## config.mk

```make
export PLATFORM = sky130hd
export DESIGN_NAME = rf_writeback_arbiter
export DESIGN_NICKNAME = d
export VERILOG_FILES = /design/src/rtl/rf_writeback_arbiter.sv
export SDC_FILE = /design/constraint.sdc
export NUM_CORES = 1
export LEC_CHECK = 0
export ABC_AREA = 1
export CELL_PAD_IN_SITES_DETAIL_PLACEMENT = 0
export CELL_PAD_IN_SITES_GLOBAL_PLACEMENT = 1
export CORE_MARGIN = 5
export CORE_UTILIZATION = 40
export DETAILED_ROUTE_END_ITERATION = 16
export DONT_BUFFER_PORTS = 1
export GPL_TIMING_DRIVEN = 0
export PLACE_DENSITY_LB_ADDON = 0.3
export SETUP_SLACK_MARGIN = 0.02
export SLEW_MARGIN = 10
export SYNTH_ARGS = -nofsm -noshare
export SYNTH_HDL_FRONTEND = slang
export SYNTH_SLANG_ARGS = --single-unit
```

## constraint.sdc

```tcl
create_clock -name clk -period 3 [get_ports clk]
set_input_delay 0.15 -clock clk [delete_from_list [all_inputs] [get_ports clk]]
set_output_delay 0.15 -clock clk [all_outputs]
set_load 0.01 [all_outputs]
```

## src/rtl/rf_writeback_arbiter.sv

```systemverilog
// rf_writeback_arbiter: shares the register-file write port between the in-order
// pipeline writeback stage and an out-of-order long-latency unit. Long-unit results
// are buffered in a small FIFO; the pipeline has priority, and a starvation counter
// forces the long unit through after STARVE_LIMIT lost cycles. A per-register busy
// scoreboard reports pending long-latency destinations to decode.
// Optional feature: define RF_ARB_PERF_EN to add pipe_stall_cnt / long_full_cnt.
module rf_writeback_arbiter #(
  parameter int unsigned XLEN         = 32,
  parameter int unsigned LQ_DEPTH     = 2,
  parameter int unsigned STARVE_LIMIT = 4
) (
  input  logic            clk,
  input  logic            rst,
  input  logic            pipe_wr_valid,
  output logic            pipe_wr_ready,
  input  logic [4:0]      pipe_wr_addr,
  input  logic [XLEN-1:0] pipe_wr_data,
  input  logic            long_valid,
  output logic            long_ready,
  input  logic [4:0]      long_addr,
  input  logic [XLEN-1:0] long_data,
  input  logic            issue_mark,
  input  logic [4:0]      issue_rd,
  input  logic [4:0]      rs1_addr,
  input  logic [4:0]      rs2_addr,
  output logic            rs1_busy,
  output logic            rs2_busy,
  output logic            rf_write,
  output logic [4:0]      rf_waddr,
  output logic [XLEN-1:0] rf_wdata
`ifdef RF_ARB_PERF_EN
  ,
  output logic [15:0]     pipe_stall_cnt,
  output logic [15:0]     long_full_cnt
`endif
);

  localparam int unsigned PW = (LQ_DEPTH > 1) ? $clog2(LQ_DEPTH) : 1;
  localparam int unsigned CW = $clog2(LQ_DEPTH + 1);
  localparam int unsigned SW = $clog2(STARVE_LIMIT + 1);
  localparam logic [CW-1:0] FULL_CNT   = CW'(LQ_DEPTH);
  localparam logic [PW-1:0] LAST_PTR   = PW'(LQ_DEPTH - 1);
  localparam logic [SW-1:0] STARVE_MAX = SW'(STARVE_LIMIT);

  logic [4:0]      r_q_addr [LQ_DEPTH];
  logic [XLEN-1:0] r_q_data [LQ_DEPTH];
  logic [PW-1:0]   r_wr_ptr;
  logic [PW-1:0]   r_rd_ptr;
  logic [CW-1:0]   r_count;
  logic [SW-1:0]   r_starve;
  logic [31:0]     r_busy;
  logic            r_src_long;

  logic            w_empty;
  logic            w_full;
  logic            w_force;
  logic            w_grant_long;
  logic            w_pipe_xfer;
  logic            w_push;
  logic            w_grant_any;
  logic [4:0]      w_sel_addr;
  logic [XLEN-1:0] w_sel_data;
  logic [31:0]     w_busy_nxt;

  // Arbitration: pipeline first unless the FIFO head has starved long enough.
  always_comb begin
    w_empty       = (r_count == '0);
    w_full        = (r_count == FULL_CNT);
    w_force       = !w_empty && (r_starve == STARVE_MAX);
    w_grant_long  = !w_empty && (w_force || !pipe_wr_valid);
    pipe_wr_ready = !w_force;
    long_ready    = !w_full;
    w_pipe_xfer   = pipe_wr_valid && pipe_wr_ready;
    w_push        = long_valid && !w_full;
    w_grant_any   = w_grant_long || w_pipe_xfer;
    w_sel_addr    = w_grant_long ? r_q_addr[r_rd_ptr] : pipe_wr_addr;
    w_sel_data    = w_grant_long ? r_q_data[r_rd_ptr] : pipe_wr_data;
  end

  // FIFO storage; contents are don't-care until the occupancy count covers them.
  always_ff @(posedge clk) begin
    if (w_push) begin
      r_q_addr[r_wr_ptr] <= long_addr;
      r_q_data[r_wr_ptr] <= long_data;
    end
  end

  // FIFO pointers and occupancy.
  always_ff @(posedge clk) begin
    if (rst) begin
      r_wr_ptr <= '0;
      r_rd_ptr <= '0;
      r_count  <= '0;
    end else begin
      if (w_push)
        r_wr_ptr <= (r_wr_ptr == LAST_PTR) ? '0 : r_wr_ptr + 1'b1;
      if (w_grant_long)
        r_rd_ptr <= (r_rd_ptr == LAST_PTR) ? '0 : r_rd_ptr + 1'b1;
      case ({w_push, w_grant_long})
        2'b10:   r_count <= r_count + 1'b1;
        2'b01:   r_count <= r_count - 1'b1;
        default: r_count <= r_count;
      endcase
    end
  end

  // Starvation counter: counts cycles a waiting long result loses to the pipeline.
  always_ff @(posedge clk) begin
    if (rst)
      r_starve <= '0;
    else if (w_empty || w_grant_long)
      r_starve <= '0;
    else if (r_starve != STARVE_MAX)
      r_starve <= r_starve + 1'b1;
  end

  // Registered write port; x0 targets complete the handshake but never write.
  always_ff @(posedge clk) begin
    if (rst) begin
      rf_write   <= 1'b0;
      rf_waddr   <= '0;
      rf_wdata   <= '0;
      r_src_long <= 1'b0;
    end else begin
      rf_write   <= w_grant_any && (w_sel_addr != 5'd0);
      r_src_long <= w_grant_long;
      if (w_grant_any) begin
        rf_waddr <= w_sel_addr;
        rf_wdata <= w_sel_data;
      end
    end
  end

  // Scoreboard next state: clear on long-unit commit, then set on issue so set wins.
  always_comb begin
    w_busy_nxt = r_busy;
    if (rf_write && r_src_long)
      w_busy_nxt[rf_waddr] = 1'b0;
    if (issue_mark && (issue_rd != 5'd0))
      w_busy_nxt[issue_rd] = 1'b1;
    w_busy_nxt[0] = 1'b0;
  end

  // Scoreboard register.
  always_ff @(posedge clk) begin
    if (rst)
      r_busy <= '0;
    else
      r_busy <= w_busy_nxt;
  end

  // Decode hazard queries; no bypass of same-cycle commits.
  always_comb begin
    rs1_busy = r_busy[rs1_addr];
    rs2_busy = r_busy[rs2_addr];
  end

`ifdef RF_ARB_PERF_EN
  // Saturating performance counters for pipeline stalls and long-unit backpressure.
  always_ff @(posedge clk) begin
    if (rst) begin
      pipe_stall_cnt <= '0;
      long_full_cnt  <= '0;
    end else begin
      if (pipe_wr_valid && !pipe_wr_ready && (pipe_stall_cnt != 16'hFFFF))
        pipe_stall_cnt <= pipe_stall_cnt + 1'b1;
      if (long_valid && w_full && (long_full_cnt != 16'hFFFF))
        long_full_cnt <= long_full_cnt + 1'b1;
    end
  end
`endif

endmodule

```

==> results of run 1 <==
-- area by class of cell --
class | count | share of cell area (%)
Inverter | 40 | 1.80
Buffer | 36 | 2.38
Antenna cell | 1 | 0.0300
Clock buffer | 18 | 5.14
Multi-Input combinational cell | 519 | 29.7
Sequential cell | 152 | 45.4
Timing Repair Buffer | 82 | 10.1
Tap cell | 220 | 3.30
Clock inverter | 14 | 2.17
-- critical path: cells and delay by family, from the launching register on --
kind                       cells  cell delay (ns)
AOI/OAI and AO/OA              2             0.42
adders and majority gates      1             0.15
buffers and inverters          3             0.92
DFF                            1             0.33
and+or+nand+nor                2             0.28
-- report_power, final --
| group | internal [mW] | total, mW | leakage [nW] | switching [mW] |
|---|---|---|---|---|
| registers | 2.52 | 2.80 | 1.33 | 0.285 |
| clock network | 1.27 | 2.20 | 0.297 | 0.926 |
| logic | 0.432 | 1.29 | 1.56 | 0.859 |
-- cells by family after synthesis --
family	Yosys count	share of synthesized area (%)
flip-flops	152	57.3
multiplexers	2	0.303
AND/OR/NAND/NOR	355	23.1
XOR/XNOR	2	0.266
adder cells (fa/ha/maj)	3	0.569
AO/OA/AOI/OAI	157	13.1
buffers and inverters	76	5.29
-- how the worst max path moves through the flow --
| stage | cells after the start | end | slack [ns] | startpoint |
|---|---|---|---|---|
| 5_1_grt | 12 | r_count[1] | 0.63 | r_starve[0] |
| 2_1_floorplan | 4 | r_q_addr[1][0] | 0.26 | r_count[0] |
| 3_3_place_gp | 4 | r_q_data[1][26] | -0.80 | r_count[0] |
| 6_report | 8 | rf_wdata[20] | 0.83 | r_starve[0] |
| 4_1_cts | 8 | rf_wdata[27] | 0.83 | r_starve[0] |
| 3_5_place_dp | 12 | r_count[1] | 0.88 | r_starve[0] |
-- Yosys cell counts, drive strengths merged --
cell | instances | area, um2
nand2 | 178 | 668
nand3 | 95 | 475
o21ai | 95 | 475
dfxtp | 78 | 1560
edfxtp | 74 | 2220
nor2 | 69 | 299
a21oi | 40 | 211
inv | 39 | 146
buf | 24 | 154
o211ai | 21 | 173
nor3 | 13 | 80.1
clkbuf | 12 | 45.0
ha | 3 | 37.5
mux2i | 2 | 20.0
a21o | 1 | 7.51
clkinv | 1 | 3.75
xnor2 | 1 | 8.76
xor2 | 1 | 8.76
-- metrics by stage --
stage / cell area (um2) / util [%] / power, mW
final: 8340 / 50.8 / 6.29
after global routing: 8340 / 50.8 / 6.60
after CTS: 8340 / 50.8 / 6.32
after detailed placement: 6930 / 42.2 / 4.03
after global placement: 6870 / 41.9 / 3.97
after floorplan: 6600 / - / 3.60
-- registers in the layout, indices dropped and copies added, names as in the netlist, named ones only --
name and cells:
r_starve 3, r_src_long 1, rf_wdata 32, rf_write 1, r_wr_ptr 1, r_q_data 64, r_rd_ptr 1, r_count 2
rf_waddr 5, r_q_addr 10, r_busy 31
-- metal layers --
metal / track usage (%) / wire length, um / up-vias
met1: 24.2 / 7910 / 2730
met3: 6.73 / 1520 / 24
met2: 33.3 / 9530 / 192
met5: 0 / 0 / -
li1: - / - / 2774
met4: 5.41 / 291 / 0
-- timing repair --
action                                  in CTS  in global routing
hold buffers                                80                  0
endpoints found under the setup margin       0                  0
endpoints found under the hold margin      138                  0
==> summary.txt, run 1 <==
Run status
  – Run status: complete, no violations

Place
  – Placed insts: 969
  – Port buffer count: 0
  – RD Place Congestion: 0.876
  – Post-Place Worst Slack: 0.879 ns
  – Hpwl dp: 13.8 mm

Power and ir drop
  – Pwr/cell area: 754 nW/um2
  – Lkg Pwr: 3.19 nW
  – Max rail drop VDD: 0.480 mV

Critical path
  – Worst reg-to-reg path cell count: 8
  – Worst-path maximum fanout: 10
  – CP Class: register to register
  – Crit. End Element: register
  – Top cell by count, worst path: nand2_1
  – Worst EP required: 3.36 ns
  – R2r endpoint: rf_wdata[20]
  – Critical path launch point type: register
  – Crit path DAT: 2.53 ns
  – R2R Setup Slk: 0.83 ns
  – Worst-path cell chain: inv_1, ha_1, nand2_1, a21oi_4, buf_2, nand2_1, o211ai_1, dlygate4sd3_1
  – CP peak stage delay: 0.56 ns
  – Slowest cell on the critical path: dlygate4sd3_1
  – Reg2reg start: r_starve[0]

Clock network
  – Resize count post-CTS: 0
  – H-tree depth: 4
  – Clk pin slew, worst setup/hold paths: 0.06 ns
  – Clk root buf: clkbuf_16
  – CTS tree: yes
  – Clock Tree Buf Depth: 2
  – Clk_lat worst skew: 0.42 ns
  – CTS Sinks: 152
  – Total setup buffers inserted after CTS: 0
  – CTS Buf Count: 17

Floorplan
  – Initial Utilization: 40.2%
  – Die width: 138 um
  – DIE AREA: 19200 um2
  – Io pins: 136
  – Core area: 16400 um2
  – Rows: 47
  – Die extent in y: 138 um

Timing
  – Fmax: 0.460 GHz
  – Max-slew violation count: 0
  – Final setup violation count: 0
  – Post-Route Setup TNS: 0 ns
  – RSZ-0062 raised after global routing: false
  – Final min period: 2.17 ns
  – PnR worst setup slack: 0.826 ns
  – Worst Skew: 0.0102 ns
  – Hold slack: 0.0116 ns
  – Relative slew slack: 25.7%
  – Slew @ Worst Pin: 1.11 ns
  – Period utilization: 72.5%
  – Hold Vio Cnt, Final: 0

Hold path
  – Worst Min Path Start: rst
  – Min-Delay Path Depth: 2
  – Hold Crit Class: input port to register
  – Hold Crit Endpoint: r_busy[1]

Layout
  – Seq. cell area: 3780 um2
  – Leading cell type in the layout, fill and taps excluded: nand2_1
  – Nets: 945
  – # fillers: 1507
  – Area growth, synth to finish: 26.4%
  – Multi-input logic area: 2480 um2
  – Finished Layout Cells: 1082
  – Commonest cells after routing, fill and taps aside: 178 x nand2_1, 95 x nand3_1, 80 x dlygate4sd3_1
  – Ratio of cells with drive above 1 in the final layout: 8.25%

Drt
  – DR DRC count: 0
  – Vias: 5720
  – Post-route ant nets: 0
  – Initial DRC Count: 370
  – Via/cell ratio: 5.29
  – Avg WL per Cell: 17.8 um
  – WL final: 19.2 mm
  – DRT Pass-1 Iters: 5

Synthesis
  – Flop and latch count out of synthesis: 152
  – Syn Std Cell Area: 6600 um2
  – Sequential-to-total area share from yosys stat: 57.3%
  – Gate Count Post-Synth: 747
  – Netlist cell types: 27
  – Syn avg cell area: 8.83 um2
  – Synthesis Warnings: 0
  – Syn Nets: 844

GRT
  – Global-route wire length before repair: 30.3 mm
  – GRT overflow: 0
  – Number of global-route vias before repair: 5723
  – Total track usage: 19.7%
  – Antenna violations before repair: 1
  – Largest net degree at the start of global routing: 25

Flow run
  – Maxcap violations: 0
Power figures use the tool's default switching activity.
==> run 2: changes to the inputs <==
ABC_AREA = 0   (was 1)
clock period = 1.8 ns   (was 3 ns; I/O delays follow)
==> run 2 against run 1 <==
Net effect:
- via count decreased by 10%
- clock power up 65%
- cell count fell by 12%
- clock skew fell by 0.0061 ns
- critical path depth grew 3
- die area decreased by 1.1%
- count of clock-buffer cells in the layout up 1
- largest power group unchanged
- highest routed layer unchanged
==> summary.txt, run 2 <==
Place
  – Hpwl dp: 11.7 mm (-15%)
  – DP Area: 6820 um2 (-1.6%)
  – Port buffer count: 0 (unchanged)
  – Post-Place Worst Slack: -0.454 ns (-1.33 ns)
  – RD Place Congestion: 0.836 (-4.6%)

Clock network
  – CTS Buf Count: 17 (unchanged)
  – H-tree depth: 4 (unchanged)
  – CTS tree: yes
  – Clk root buf: clkbuf_16
  – Clock Tree Buf Depth: 2 (unchanged)
  – Clk pin slew, worst setup/hold paths: 0.06 ns (about the same)
  – CTS Sinks: 152 (unchanged)
  – Clk_lat worst skew: 0.42 ns (about the same)

Synthesis
  – Post-synth EDFFs: 74 (unchanged)
  – Area contributors post-synth: edfxtp_1 34%, dfxtp_1 24%, nand2_1 4.4%, mux2i_1 4.0%, o31ai_1 3.8%
  – Syn Std Cell Area: 6520 um2 (-1.2%)
  – Leading area contributor after synthesis: edfxtp_1
  – Post-synth top area share: 34.1% (+0.42 points)
  – Gate Count Post-Synth: 600 (-20%)
  – Compound-cell area share of the yosys netlist: 15.1% (+2.0 points)
  – Largest family of logic cells by synthesized area: simple AND/OR/NAND/NOR gates
  – Netlist cell types: 46 (+70%)
  – Syn avg cell area: 10.9 um2 (+23%)
  – Adder-Cell Fraction of Synth Area: 0.576% (+0.0071 points)
  – Flop and latch count out of synthesis: 152 (unchanged)
  – Commonest cells in the netlist: 78 x dfxtp_1, 76 x nand2_1, 74 x edfxtp_1
  – Post-synthesis async set-or-reset flop share: 0% (unchanged)
  – Post-synthesis xor/xnor area fraction: 0.538% (+0.27 points)
  – Count leader, synth: dfxtp_1
  – Most frequently used flop master after synthesis: dfxtp_1
  – Mux cell area share after synthesis: 6.59% (+6.3 points)
  – Synthesis Warnings: 0 (unchanged)
  – Syn Nets: 697 (-17%)
  – Post-Synth Simple-Gate Area: 15.4% (-7.6 points)
  – Sequential-to-total area share from yosys stat: 58.1% (+0.72 points)

Drt
  – Avg WL per Cell: 19.0 um (+6.6%)
  – DR DRC count: 0 (unchanged)
  – Post-route ant nets: 0 (unchanged)
  – Initial DRC Count: 301 (-19%)
  – Vias: 5136 (-10%)
  – WL final: 18.0 mm (-6.5%)
  – Via/cell ratio: 5.41 (+2.4%)
  – DRT Pass-1 Iters: 5 (unchanged)

Layout
  – Ratio of cells with drive above 1 in the final layout: 16.8% (+8.6 points)
  – Area growth, synth to finish: 33.2%
  – Leading cell type in the layout, fill and taps excluded: dlygate4sd3_1
  – Largest register FFs: 64 (unchanged)
  – Post-Layout Inst Area: 8680 um2 (+4.0%)
  – Top reg by flops: r_q_data
  – Biggest regs: r_q_data (64), rf_wdata (32), r_busy (31)
  – Commonest cells after routing, fill and taps aside: 83 x dlygate4sd3_1, 74 x nand2_1, 74 x edfxtp_1
  – Nets: 817 (-14%)

GRT
  – Antenna violations before repair: 1 (unchanged)
  – Total track usage: 19.0% (-0.69 points)
  – Number of global-route vias before repair: 5165 (-9.8%)
  – GRT overflow: 0 (unchanged)
  – Largest net degree at the start of global routing: 38 (+52%)
  – Global-route wire length before repair: 27.2 mm (-10%)

Timing
  – Final setup violation count: 0 (unchanged)
  – Final min period: 1.77 ns (-0.402 ns)
  – Period utilization: 98.4% (+26 points)
  – Post-Route Setup TNS: 0 ns (unchanged)
  – Max-slew violation count: 0 (unchanged)
  – PnR worst setup slack: 0.0281 ns (-0.798 ns)
  – RSZ-0062 raised after global routing: true
  – Fmax: 0.564 GHz (+23%)
  – Worst Skew: 0.00402 ns (-0.00613 ns)
  – Relative slew slack: 23.9% (-1.8 points)
  – Hold Vio Cnt, Final: 0 (unchanged)
  – Slew @ Worst Pin: 1.14 ns (+0.0333 ns)

Hold path
  – Hold Crit Class: input port to register

Floorplan
  – Die width: 138 um (-0.57%)
  – Die extent in y: 138 um (-0.57%)
  – Core area: 15900 um2 (-2.8%)
  – Io pins: 136 (unchanged)
  – Rows: 46 (-2.1%)
  – Initial Utilization: 40.9% (+0.66 points)
  – DIE AREA: 18900 um2 (-1.1%)

Power and ir drop
  – Pwr/cell area: 1320 nW/um2 (+75%)
  – Lkg Pwr: 3.01 nW (-5.6%)
  – Max rail drop VDD: 0.758 mV (+58%)

Critical path
  – CP Class: register to register
  – Worst EP required: 2.14 ns (-1.22 ns)
  – Crit path DAT: 2.11 ns (-0.42 ns)
  – Critical path launch point type: register
  – Crit. End Element: register
  – Worst-path maximum fanout: 2 (-8)

Flow run
  – Maxcap violations: 0 (unchanged)

Run status
  – Run status: complete, no violations
## run 2: cell types whose count changed after synthesis, moves of 24 or more
cell / before / now
inv_1: 37 / 4
nand2_1: 178 / 76
nand3_1: 95 / 9
nor2b_1: 0 / 35
mux2i_1: 2 / 26
a211oi_1: 0 / 32
o31ai_1: 0 / 33
o21ai_0: 79 / 34
## run 2: cell families (layout without fill, tap and decap cells)
group | Yosys count | in the layout
adders and majority gates | 3 | 3
muxes | 35 | 35
and+or+nand+nor | 207 | 208
DFF | 152 | 152
other | 0 | 1
buffers and inverters | 44 | 175
xor gates and xnor gates | 4 | 4
AOI/OAI and AO/OA | 155 | 155
## run 2: worst max-delay path, stage by stage (launching register included)
cell	delay, ns
dfxtp_2	0.34
inv_2	0.05
ha_4	0.16
nand2_4	0.05
a21o_1	0.12
buf_6	0.11
clkinv_4	0.05
buf_8	0.11
ha_4	0.15
xnor2_2	0.13
or3_1	0.31
a21oi_1	0.12
## run 2: metal layers
layer / vias to the layer above / routed length [um] / GRT usage [%]
li1: 2434 / - / -
met5: - / 0 / 0
met1: 2496 / 7320 / 22.9
met4: 0 / 433 / 7.82
met3: 36 / 1230 / 5.70
met2: 170 / 9000 / 31.8
## run 2: where the power goes
| group | switching [mW] | leakage (nW) | internal [mW] |
|---|---|---|---|
| combinational | 1.69 | 1.39 | 1.31 |
| clock | 1.32 | 0.293 | 2.32 |
| sequential | 0.501 | 1.33 | 4.29 |
## run 2: layout make-up
type | count | area, um2
Timing Repair Buffer | 100 | 1000
Clock buffer | 19 | 443
Fill cell | 1376 | 7260
Antenna cell | 1 | 2.50
Tap cell | 216 | 270
Buffer | 39 | 251
Multi-Input combinational cell | 405 | 2740
Inverter | 5 | 23.8
Sequential cell | 152 | 3790
Clock inverter | 12 | 158
## run 2: final timing paths
| check | start | endpoint | slack [ns] | depth (start not counted) |
|---|---|---|---|---|
| setup / recovery | r_starve[0] | r_count[1] | 0.03 | 11 |
| hold / removal | issue_rd[0] | r_busy[6] | 0.02 | 3 |
| setup reg to reg | r_starve[0] | r_count[1] | 0.03 | 11 |
| hold reg to reg | r_busy[23] | r_busy[23] | 0.49 | 2 |
## run 2: repair_timing
item | in CTS | in global routing
gates cloned | 1 | 1
setup buffers | 14 | 2
endpoints found under the hold margin | 136 | 0
setup endpoints to repair | 100 | 78
pin swaps | 9 | 12
resized for setup | 20 | 50
hold buffers | 83 | 0
## run 2: metrics by stage
step | cells | hold WS, ns | utilization, % | power, mW
2_1_floorplan | 600 | 0.189 | - | 6.43
5_1_grt | 949 | 0.00999 | 54.4 | 12.0
4_1_cts | 945 | 0.000243 | 53.1 | 11.2
3_5_place_dp | 816 | 0.189 | 42.8 | 7.11
6_report | 949 | 0.0160 | 54.4 | 11.4
3_3_place_gp | 816 | 0.189 | 42.8 | 7.06
==> run 3: changes to the inputs <==
ABC_AREA = default   (was 0)
REMOVE_ABC_BUFFERS = 1   (was default)
==> run 3 against run 2 <==
Net effect:
- hold slack got worse by 0.012 ns
- highest routed layer unchanged
- count of clock-buffer cells in the layout decreased by 1
- design area shrank 2.6%
- clock power decreased by 9.3%
- global-route usage up 0.47 points
- first-iteration DRC count is 30% lower
- sequential power rose by 2%
- combinational power decreased by 6.7%
- critical path depth fell by 7
- critical path type is now register to primary output
==> summary.txt, run 3 (synthesis gave the netlist of run 2 again) <==
Run status
  – Run status: complete, no violations

Floorplan
  – Core area: 15900 um2 (unchanged)
  – Die width: 138 um (unchanged)
  – Io pins: 136 (unchanged)
  – Initial Utilization: 40.9% (unchanged)
  – Die extent in y: 138 um (unchanged)
  – DIE AREA: 18900 um2 (unchanged)
  – Rows: 46 (unchanged)

Power and ir drop
  – Logic pwr share: 25.5% (-0.8 points)
  – Sequential share of power: 44.4% (+2.5 points)
  – Clock power frac: 30.1% (-1.7 points)
  – Post-layout power: 11.0 mW (-4.1%)
  – Switch share: 33.7% (+3.0 points)
  – P_sw: 3.69 mW (+5.3%)
  – Pwr/cell area: 1300 nW/um2 (-1.5%)
  – Internal Power: 7.26 mW (-8.2%)
  – Lkg Pwr: 2.88 nW (-4.4%)
  – Max rail drop VDD: 0.761 mV (+0.36%)

Drt
  – Avg WL per Cell: 19.9 um (+5.0%)
  – Vias: 5030 (-2.1%)
  – Via/cell ratio: 5.51 (+1.8%)
  – Initial DRC Count: 212 (-30%)
  – DRT Pass-1 Iters: 5 (unchanged)
  – WL final: 18.2 mm (+0.99%)
  – DR DRC count: 0 (unchanged)
  – Post-route ant nets: 0 (unchanged)

Layout
  – Post-Layout Inst Area: 8450 um2 (-2.6%)
  – # fillers: 1392 (+1.2%)
  – Biggest regs: r_q_data (64), rf_wdata (32), r_busy (31)
  – Leading cell type in the layout, fill and taps excluded: dlygate4sd3_1
  – Ratio of cells with drive above 1 in the final layout: 14.8% (-2.0 points)
  – Commonest cells after routing, fill and taps aside: 82 x dlygate4sd3_1, 74 x nand2_1, 74 x edfxtp_1
  – # diodes: 0 (-1)
  – Seq. cell area: 3800 um2 (+0.13%)
  – Area growth, synth to finish: 29.7%
  – Top reg by flops: r_q_data
  – Nets: 781 (-4.4%)
  – Final core utilization: 53.0% (-1.4 points)
  – Multi-input logic area: 2700 um2 (-1.4%)
  – Largest register FFs: 64 (unchanged)

Timing
  – Slew @ Worst Pin: 0.983 ns (-0.157 ns)
  – RSZ-0062 raised after global routing: true
  – Fmax: 0.573 GHz (+1.6%)
  – Hold slack: 0.00407 ns (-0.0119 ns)
  – Final setup violation count: 0 (unchanged)
  – Final min period: 1.74 ns (-0.0272 ns)
  – Period utilization: 96.9% (-1.5 points)
  – Relative slew slack: 34.3% (+10 points)
  – Hold Vio Cnt, Final: 0 (unchanged)
  – Worst Skew: 0.00784 ns (+0.00382 ns)
  – PnR worst setup slack: 0.0553 ns (+0.0272 ns)
  – Max-slew violation count: 0 (unchanged)

Place
  – Hpwl dp: 10.9 mm (-7.6%)
  – Post-Place Worst Slack: -1.71 ns (-1.25 ns)
  – RD Place Congestion: 0.811 (-3.0%)
  – Port buffer count: 0 (unchanged)
  – DP Area: 6680 um2 (-2.0%)

GRT
  – Global-route wire length before repair: 27.8 mm (+2.0%)
  – Largest net degree at the start of global routing: 46 (+21%)
  – Total track usage: 19.5% (+0.47 points)
  – Number of global-route vias before repair: 5223 (+1.1%)
  – GRT overflow: 0 (unchanged)
  – Antenna violations before repair: 0 (-1)

Critical path
  – Crit path DAT: 1.65 ns (-0.46 ns)
  – Worst reg-to-reg path cell count: 5 (-6)
  – Worst-path cell chain: mux4_2, nand2b_4, o211ai_1, nand4_1
  – R2r endpoint: r_count[1]
  – R2R Setup Slk: 0.06 ns (+0.03 ns)
  – Worst EP required: 1.71 ns (-0.43 ns)
  – Slowest cell on the critical path: mux4_2
  – CP peak stage delay: 0.48 ns (+0.14 ns)
  – Reg2reg start: r_count[1]
  – Crit. End Element: primary output
  – Critical path launch point type: register
  – Worst-path maximum fanout: 3 (+1)
  – CP Class: register to primary output

Hold path
  – Hold Crit Class: input port to register
  – Worst Min Path Start: pipe_wr_addr[4]
  – Min-Delay Path Depth: 2 (-1)
  – Hold Crit Endpoint: rf_write

Clock network
  – CTS Buf Count: 17 (unchanged)
  – Clk_lat worst skew: 0.42 ns (about the same)
  – Clk root buf: clkbuf_16
  – H-tree depth: 4 (unchanged)
  – Clk pin slew, worst setup/hold paths: 0.06 ns (about the same)
  – CTS tree: yes
  – Clock Tree Buf Depth: 2 (unchanged)
  – CTS Sinks: 152 (unchanged)

Flow run
  – Maxcap violations: 0 (unchanged)
run 3: through the flow:
stage / setup TNS, ns / cells
after floorplan: -67.09 / 561
after global placement: -186.24 / 777
after detailed placement: -51.14 / 783
after global routing: -0.0123 / 913
after CTS: 0 / 910
final: 0 / 913
run 3: layer usage:
metal	track usage, %	routed length [um]	share of wire (%)	vias to the layer above
met2	33.8	9240	51	164
li1	-	-	-	2367
met1	22.6	7120	39	2468
met3	6.79	1490	8.2	31
met4	6.21	328	1.8	0
met5	0	0	0	-
run 3: critical path, delay by kind of cell (launching register included):
family / cells / cell delay [ns]
muxes: 1 / 0.48
AOI/OAI and AO/OA: 1 / 0.09
and+or+nand+nor: 2 / 0.35
DFF: 1 / 0.33
run 3: area by class of cell:
class | instances | share of cell area (%)
multi-input cells | 406 | 31.9
clock inverters | 14 | 1.38
repair inverters | 1 | 0.192
repair buffers | 101 | 12.8
well taps | 216 | 3.20
inverters | 5 | 0.533
clock buffers | 18 | 5.08
flip-flops and latches | 152 | 44.9
run 3: worst max-delay path by stage:
stage                      startpoint          to  slack, ns  cells after the start
after floorplan           r_starve[0]  r_count[1]      -1.04                      8
after global placement    r_starve[0]  r_count[1]      -2.26                      8
after detailed placement  r_starve[0]  r_count[1]      -1.71                      8
after CTS                   r_busy[7]    rs1_busy       0.03                      4
after global routing        r_busy[7]    rs1_busy      -0.01                      4
final                       r_busy[6]    rs1_busy       0.06                      4
run 3: what timing repair did:
item                                    in CTS  in global routing
pin swaps                                    3                  7
resized for setup                           26                 23
hold buffers                                83                  0
buffers inserted                             9                  3
endpoints found under the setup margin      79                 36
endpoints found under the hold margin      152                  0
gates cloned                                 3                  0
run 3: power by group through the flow:
stage	sequential, mW	combinational (mW)	clock (mW)
after floorplan	4.86	1.26	0
after global placement	5.08	1.64	0
after detailed placement	4.96	1.94	0
after CTS	4.90	2.62	3.36
after global routing	4.93	3.03	3.53
final	4.87	2.80	3.30
